## src/rtl/seg_pkg.sv

```systemverilog
// Shared constants for the seven-segment scan driver: active-low segment
// patterns ({g,f,e,d,c,b,a}) and the all-off values for the sel/seg buses.
package seg_pkg;

    localparam logic [7:0] SEG_OFF = 8'hFF;
    localparam logic [7:0] SEL_OFF = 8'hFF;

    localparam logic [6:0] SEG_0    = 7'h40;
    localparam logic [6:0] SEG_1    = 7'h79;
    localparam logic [6:0] SEG_2    = 7'h24;
    localparam logic [6:0] SEG_3    = 7'h30;
    localparam logic [6:0] SEG_4    = 7'h19;
    localparam logic [6:0] SEG_5    = 7'h12;
    localparam logic [6:0] SEG_6    = 7'h02;
    localparam logic [6:0] SEG_7    = 7'h78;
    localparam logic [6:0] SEG_8    = 7'h00;
    localparam logic [6:0] SEG_9    = 7'h10;
    localparam logic [6:0] SEG_DASH = 7'h3F;

endpackage

```

## src/rtl/seg_decode.sv

```systemverilog
// BCD nibble to active-low seven-segment pattern; non-BCD codes show a dash.
module seg_decode
    import seg_pkg::*;
(
    input  logic [3:0] i_nibble,
    output logic [6:0] o_pattern
);

    always_comb begin
        o_pattern = SEG_DASH;
        case (i_nibble)
            4'd0: o_pattern = SEG_0;
            4'd1: o_pattern = SEG_1;
            4'd2: o_pattern = SEG_2;
            4'd3: o_pattern = SEG_3;
            4'd4: o_pattern = SEG_4;
            4'd5: o_pattern = SEG_5;
            4'd6: o_pattern = SEG_6;
            4'd7: o_pattern = SEG_7;
            4'd8: o_pattern = SEG_8;
            4'd9: o_pattern = SEG_9;
            default: o_pattern = SEG_DASH;
        endcase
    end

endmodule

```

## src/rtl/seg_scan.sv

```systemverilog
// Eight-digit multiplexed seven-segment driver: per-frame input snapshot,
// per-slot blanking window, per-digit blank/blink/decimal-point control.
module seg_scan
    import seg_pkg::*;
#(
    parameter int SCAN_DIV  = 50000,
    parameter int BLANK_CYC = 500,
    parameter int BLINK_DIV = 25000000
) (
    input  logic        clk,
    input  logic        rst,
    input  logic [31:0] din,
    input  logic [7:0]  blank_mask,
    input  logic [7:0]  blink_mask,
    input  logic [7:0]  dp_mask,
    output logic [7:0]  sel,
    output logic [7:0]  seg
);

    localparam int DIV_W = (SCAN_DIV  > 2) ? $clog2(SCAN_DIV)  : 1;
    localparam int BLK_W = (BLINK_DIV > 2) ? $clog2(BLINK_DIV) : 1;

    localparam logic [DIV_W-1:0] DIV_LAST  = DIV_W'(SCAN_DIV - 1);
    localparam logic [DIV_W-1:0] BLANK_END = DIV_W'(BLANK_CYC);
    localparam logic [BLK_W-1:0] BLK_LAST  = BLK_W'(BLINK_DIV - 1);

    logic [DIV_W-1:0] r_div_cnt;
    logic [2:0]       r_digit;
    logic [BLK_W-1:0] r_blink_cnt;
    logic             r_blink_on;

    logic [31:0]      r_din_f;
    logic [7:0]       r_blank_f;
    logic [7:0]       r_blink_f;
    logic [7:0]       r_dp_f;

    logic [7:0]       r_sel;
    logic [7:0]       r_seg;

    logic [3:0]       w_nibble;
    logic [6:0]       w_pattern;
    logic             w_div_tc;
    logic             w_frame_start;
    logic             w_in_blank;
    logic             w_suppress;
    logic [7:0]       w_sel_nxt;
    logic [7:0]       w_seg_nxt;

    assign w_div_tc      = (r_div_cnt == DIV_LAST);
    assign w_frame_start = (r_digit == 3'd0) && (r_div_cnt == '0);
    assign w_in_blank    = (r_div_cnt < BLANK_END);
    assign w_nibble      = r_din_f[{r_digit, 2'b00} +: 4];
    assign w_suppress    = r_blank_f[r_digit] | (r_blink_f[r_digit] & ~r_blink_on);

    seg_decode u_decode (
        .i_nibble  (w_nibble),
        .o_pattern (w_pattern)
    );

    // The blanking window at the start of every slot keeps sel from ever
    // enabling a digit while seg still carries the previous digit's pattern.
    always_comb begin
        w_sel_nxt = SEL_OFF;
        w_seg_nxt = SEG_OFF;
        if (!w_in_blank && !w_suppress) begin
            w_sel_nxt = ~(8'h01 << r_digit);
            w_seg_nxt = {~r_dp_f[r_digit], w_pattern};
        end
    end

    always_ff @(posedge clk) begin
        if (rst) begin
            r_div_cnt   <= '0;
            r_digit     <= 3'd0;
            r_blink_cnt <= '0;
            r_blink_on  <= 1'b1;
            r_din_f     <= '0;
            r_blank_f   <= '0;
            r_blink_f   <= '0;
            r_dp_f      <= '0;
            r_sel       <= SEL_OFF;
            r_seg       <= SEG_OFF;
        end else begin
            if (w_div_tc) begin
                r_div_cnt <= '0;
                r_digit   <= r_digit + 3'd1;
            end else begin
                r_div_cnt <= r_div_cnt + DIV_W'(1);
            end

            if (r_blink_cnt == BLK_LAST) begin
                r_blink_cnt <= '0;
                r_blink_on  <= ~r_blink_on;
            end else begin
                r_blink_cnt <= r_blink_cnt + BLK_W'(1);
            end

            if (w_frame_start) begin
                r_din_f   <= din;
                r_blank_f <= blank_mask;
                r_blink_f <= blink_mask;
                r_dp_f    <= dp_mask;
            end

            r_sel <= w_sel_nxt;
            r_seg <= w_seg_nxt;
        end
    end

    assign sel = r_sel;
    assign seg = r_seg;

endmodule

```

## config.mk

```make
export PLATFORM = sky130hd
export DESIGN_NAME = seg_scan
export DESIGN_NICKNAME = d
export VERILOG_FILES = /design/src/rtl/seg_pkg.sv /design/src/rtl/seg_decode.sv /design/src/rtl/seg_scan.sv
export SDC_FILE = /design/constraint.sdc
export NUM_CORES = 1
export LEC_CHECK = 0
export CORE_MARGIN = 1.5
export CORE_UTILIZATION = 35
export DETAILED_ROUTE_END_ITERATION = 12
export PLACE_DENSITY = 0.61
export SLEW_MARGIN = 20
export SYNTH_ARGS = -nofsm -noshare
export SYNTH_HDL_FRONTEND = slang
export SYNTH_SLANG_ARGS = --single-unit
export TNS_END_PERCENT = 100
```

## constraint.sdc

```tcl
create_clock -name clk -period 3.3 [get_ports clk]
set_clock_uncertainty 0.1 [all_clocks]
set_input_delay 0.66 -clock clk [delete_from_list [all_inputs] [get_ports clk]]
set_output_delay 0.66 -clock clk [all_outputs]
set_load 0.1 [all_outputs]
```

==> flow_metrics.py, run 1 <==
metrics = {
    "clocking": {
        "cts_resized": 0,
        "clk_pin_slew_ns": 0.06,
        "clock-sinks": 117,
        "cts_root_buf": "clkbuf_16",
        "postCtsSetupBuffers": 0,
        "htree_levels": 4,
        "numCtsBuffers": 17,
        "clock_latency_ns": 0.41,
        "cts_tree": "built",
        "clockBufferDepth": 2,
        "cts_hold_buf": 0,
    },
    "route": {
        "antenna_left": 0,
        "dr.pass1.iters": 5,
        "drcViolationCount": 0,
        "wirelength_um": 11160,
        "vias": 4026,
        "wl_per_cell_um": 13.25,
        "vias_per_cell": 4.781,
        "drt_iter0_markers": 171,
    },
    "timing": {
        "fin_crit_sh": 0.7597,
        "setup_viol": 0,
        "worst_pin_slew_ns": 0.6650,
        "totalNegativeSetupSlack_ns": 0,
        "hold_slack_ns": 0.3519,
        "slew_viol_final": 0,
        "setup_slack_ns": 0.7930,
        "slew-limit-headroom": 0.5530,
        "rsz0062_at_grt": "no",
        "min_period_ns": 2.507,
        "clock.fmax_mhz": 398.9,
        "hold_viol": 0,
    },
    "floorplanning": {
        "dieArea_um2": 15090,
        "die_h_um": 122.9,
        "die_w_um": 122.9,
        "fp.coreArea_um2": 13930,
        "start_util": 0.3608,
        "num_rows": 43,
        "ios": 74,
    },
    "worst_setup_path": {
        "arrival_ns": 2.70,
        "worstPathCellList": "mux4_2 -> mux2i_1 -> inv_1 -> ha_1 -> inv_1 -> o21ai_0 -> o21ai_0 -> nand2_1",
        "crit_buf_inv": 2,
        "crit_required_ns": 3.49,
        "cpLargestDelayFamily": "multiplexers",
        "cp_slowest_cell": "dfxtp_1",
        "crit_type": "reg -> reg",
        "start_kind": "register",
        "cp_max_fo": 9,
        "endpoint_kind": "register",
        "cpPeakStageDelay_ns": 0.57,
    },
    "global_routing": {
        "antenna_found_initial": 0,
        "globalRouteOverflowTotal": 0,
        "first_global_vias": 3860,
        "grt_pass1_wl_um": 18410,
        "grt_max_degree": 63,
        "grt_use_total": 0.1566,
    },
    "yosys": {
        "synthCells": 579,
        "syn_nets": 651,
        "ys_seq_area_frac": 0.4659,
        "synthArstFlopShare": 0,
        "synth_seq_cells": 117,
        "yosys_warnings": 0,
        "synth_edf_count": 0,
        "ys_types": 41,
        "synthFlopType": "dfxtp_1",
        "syn_area_per_cell_um2": 8.683,
        "netlist_area_um2": 5027,
    },
    "outcome": {
        "status": "complete, no violations",
    },
    "power": {
        "p_per_area_nw_per_um2": 575.1,
        "leakagePower_uw": 0.002431,
        "ir_drop_v": 0.0003709,
    },
    "layout": {
        "syn_to_final_growth_pct": 28.07,
        "n_antenna_cell": 0,
        "final_cells": 842,
        "drive_gt1_frac": 0.1269,
        "finalNetCount": 721,
        "final_core_util": 0.4621,
    },
    "min_path": {
        "hold_path.class": "reg -> reg",
    },
    "place": {
        "port_buffers": 73,
        "place_congestion": 0.7730,
        "pre_cts_slack_ns": 0.8012,
        "dp.final_hpwl_um": 7997,
        "place_inst": 810,
    },
    "run": {
        "drv_cap": 0,
    },
}
metrics by stage:
step                      instance area (µm²)  total power (µW)
after CTS                                6439              3744
after floorplan                          5027              1775
final                                    6439              3703
after detailed placement                 5843              1903
after global routing                     6439              3862
after global placement                   5843              1894
sequential cells by signal, summed over array words and instances (netlist names):
register	flops
r_din_f	32
r_blink_cnt	25
r_div_cnt	16
r_blank_f	8
r_blink_f	8
r_dp_f	8
seg	8
sel	8
r_digit	3
r_blink_on	1
worst reg2reg max path, stage by stage, from the launching register on:
cell and delay [ns]:
dfxtp_1 0.57, mux4_2 0.56, mux2i_1 0.46, inv_1 0.15, ha_1 0.25, inv_1 0.07
o21ai_0 0.07, o21ai_0 0.11, nand2_1 0.07
cell type report:
cell class	instances	area (µm²)
multi-input cells	415	2459
fillers	1297	7496
clock buffers	17	425.4
well taps	180	225.2
inverters	15	56.30
flip-flops and latches	117	2342
repair buffers	83	760.7
clock inverters	15	170.2
cells in the final DEF (no fill, tap or decap), drive strengths merged, types with 3 or more instances in the layout:
cell type      Yosys  final
nor2              62     62
o21ai              8      8
clkbuf            16     17
buf               16     27
mux2i              6      6
dfxtp            117    117
a21oi             60     60
nor3              13     13
clkdlybuf4s50      0     56
xnor2             22     22
ha                14     14
inv               15     21
nor4               4      4
xor2              16     16
nand3             25     25
nand2            137    137
clkinv             0      4
and3               9      9
clkinvlp           0      3
nand4              8      8
mux4              14     14
path summary, 6_finish.rpt:
path	endpoint	start	slack [ns]	cells past startpoint
min	r_dp_f[7]$_SDFFE_PP0P_	r_dp_f[7]$_SDFFE_PP0P_	0.35	2
min reg2reg	r_dp_f[7]$_SDFFE_PP0P_	r_dp_f[7]$_SDFFE_PP0P_	0.35	2
max reg2reg	seg[2]$_SDFF_PP1_	r_digit[0]$_SDFFE_PP0N_	0.79	8
max	seg[2]$_SDFF_PP1_	r_digit[0]$_SDFFE_PP0N_	0.79	8
cell usage after synthesis (all sizes together), types with 2 or more instances:
cell | instances | area, µm²
nor2 | 62 | 232.7
nor4 | 4 | 37.53
inv | 15 | 56.30
or2 | 2 | 12.52
and3 | 9 | 56.30
a21oi | 60 | 300.3
nor3 | 13 | 70.07
nand2 | 137 | 514.2
xor2 | 16 | 140.1
nand3 | 25 | 130.1
mux4 | 14 | 315.3
o21ai | 8 | 40.04
xnor2 | 22 | 192.7
nand4 | 8 | 56.30
buf | 16 | 111.4
clkbuf | 16 | 60.06
nor4b | 2 | 17.52
ha | 14 | 175.2
mux2 | 2 | 22.52
mux2i | 6 | 60.06
dfxtp | 117 | 2342
report_power, final:
part           leakage (µW)  internal (µW)  switching (µW)
Clock              0.000282           1130             700
Combinational       0.00119            161             182
Sequential         0.000955           1490            45.3
layer usage:
layer | share of wire | GRT usage | wire (µm)
met2 | 0.46 | 0.2413 | 5132
met4 | 0.0055 | 0.04578 | 61
met3 | 0.044 | 0.04600 | 491
met5 | 0 | 0 | 0
met1 | 0.49 | 0.2122 | 5471
cells by family after synthesis:
group	count (synthesis)	synth area share
fa+ha+maj	14	0.03484
mux	22	0.07914
simple gates	269	0.2349
buf+inv	47	0.04529
flops	117	0.4659
compound gates	72	0.07367
xor+xnor	38	0.06620
No activity file was read; power rests on OpenSTA's default activity.
==> run 2, diff against run 1 <==
PLACE_DENSITY = 0.63   (was 0.61)
clock period = 2 ns   (was 3.3 ns; I/O delays follow)
==> flow_metrics.py, run 2 (synthesis gave the netlist of run 1 again) <==
metrics = {
    "outcome": {
        "status": "complete, no violations",
    },
    "timing": {
        "totalNegativeSetupSlack_ns": 0,
        "hold_slack_ns": 0.3510,
        "slew-limit-headroom": 0.6956,
        "min_period_ns": 1.990,
        "setup_viol": 0,
        "hold_viol": 0,
        "rsz0062_at_grt": "yes",
        "fin_crit_sh": 0.9950,
        "clock.fmax_mhz": 502.5,
        "slew_viol_final": 0,
        "worst_pin_slew_ns": 0.4566,
    },
    "floorplanning": {
        "ios": 74,
        "num_rows": 43,
        "die_h_um": 122.9,
        "die_w_um": 122.9,
        "start_util": 0.3608,
        "dieArea_um2": 15090,
        "fp.coreArea_um2": 13930,
    },
    "clocking": {
        "numCtsBuffers": 17,
        "clock-sinks": 117,
        "clock_latency_ns": 0.42,
        "cts_hold_buf": 0,
        "cts_root_buf": "clkbuf_16",
        "clockBufferDepth": 2,
        "cts_tree": "built",
        "clk_pin_slew_ns": 0.06,
        "htree_levels": 4,
    },
    "global_routing": {
        "grt_use_total": 0.1776,
        "antenna_found_initial": 0,
        "grt_max_degree": 57,
        "globalRouteOverflowTotal": 0,
        "grt_pass1_wl_um": 20440,
        "first_global_vias": 4262,
    },
    "route": {
        "vias_per_cell": 4.903,
        "antenna_left": 0,
        "top_layer": "met4",
        "drcViolationCount": 0,
        "dr.pass1.iters": 4,
        "routed-wl-met2_um": 6129,
        "vias": 4280,
        "wl_met3_um": 664,
        "wl_met1_um": 5939,
        "wl_per_cell_um": 14.88,
        "wirelength_um": 12990,
        "drt_iter0_markers": 235,
    },
    "layout": {
        "largest_reg_flops": 32,
        "syn_to_final_growth_pct": 39.02,
        "drive_gt1_frac": 0.1991,
        "layout_common_cells": "136 x nand2_1, 113 x dfxtp_1, 61 x nor2_1",
        "n_antenna_cell": 0,
        "finalNetCount": 752,
        "largestRegisters": "r_din_f (32), r_blink_cnt (25), r_div_cnt (16)",
        "top_register": "r_din_f",
        "final_common_cell": "nand2_1",
    },
    "worst_setup_path": {
        "crit_required_ns": 2.23,
        "crit_type": "reg -> reg",
        "cpPeakStageDelay_ns": 0.54,
        "cp_slowest_cell": "mux4_2",
        "endpoint_kind": "register",
        "arrival_ns": 2.22,
        "worstPathCellList": "buf_12 -> mux4_2 -> mux2i_4 -> buf_6 -> ha_2 -> a21oi_2 -> o21ai_1",
        "r2r_slack_ns": 0.01,
        "cp_max_fo": 7,
        "worstRegToRegCells": 7,
        "start_kind": "register",
    },
    "run": {
        "drv_cap": 0,
    },
    "power": {
        "p_per_area_nw_per_um2": 916.7,
        "total_power_uw": 6407,
        "ir_drop_v": 0.0006143,
        "leakagePower_uw": 0.002678,
    },
    "place": {
        "dp.final_hpwl_um": 9049,
        "port_buffers": 73,
        "place_congestion": 0.8049,
    },
    "min_path": {
        "holdPathStages": 2,
        "hold_path.class": "reg -> reg",
    },
}
[run 2: changes by cell type in the layout (fill, tap and decap cells not counted), sizes merged]
cell / delta
buf: +29
bufinv: +1
clkbuf: +7
clkinv: -2
clkinvlp: +1
inv: -5
[run 2: final cells by class]
class | instances | area [µm²]
Fill cell | 1283 | 6945
Multi-Input combinational cell | 415 | 2564
Sequential cell | 117 | 2350
Timing Repair Buffer | 114 | 1171
Clock buffer | 22 | 474.2
Tap cell | 180 | 225.2
Clock inverter | 10 | 146.4
Inverter | 15 | 58.81
[run 2: final timing paths]
path	start	to
worst min register to register	r_din_f[27]$_SDFFE_PP0P_	r_din_f[27]$_SDFFE_PP0P_
worst min-delay path	r_din_f[27]$_SDFFE_PP0P_	r_din_f[27]$_SDFFE_PP0P_
worst max register to register	r_digit[0]$_SDFFE_PP0N_	seg[0]$_SDFF_PP1_
worst max-delay path	r_digit[0]$_SDFFE_PP0N_	seg[0]$_SDFF_PP1_
[run 2: critical path: cells and delay by family, from the launching register on]
kind,cells,cell delay (ns)
multiplexers,2,0.78
flip-flops,1,0.36
buffers and inverters,2,0.29
AO/OA/AOI/OAI,2,0.21
adder cells (fa/ha/maj),1,0.17
[run 2: report_power, final]
group,switching (µW),internal [µW]
clock,1080,2060
combinational,376,365
sequential,75.1,2450
[run 2: what timing repair did]
action                                  4_1_cts  5_1_grt
cloned                                        0        3
pin swaps                                     0        8
resized for setup                             4       23
endpoints found under the setup margin        3      114
buffers inserted                              1        3
[run 2: metrics by stage]
| step | cell area (µm²) | instances | setup WS [ns] | util |
|---|---|---|---|---|
| final | 6989 | 873 | 0.01005 | 0.5016 |
| after global placement | 6196 | 834 | 0.03376 | 0.4446 |
| after global routing | 6989 | 873 | -0.07849 | 0.5016 |
| after floorplan | 5089 | 579 | -0.04910 | - |
| after detailed placement | 6196 | 834 | -0.03130 | 0.4446 |
| after CTS | 6838 | 867 | 0.001071 | 0.4907 |
[run 2: metal layers]
metal,vias to the layer above,global-route usage
met5,-,0
met4,0,0.07485
met3,19,0.05158
met2,102,0.2851
met1,2026,0.2225
li1,2133,-
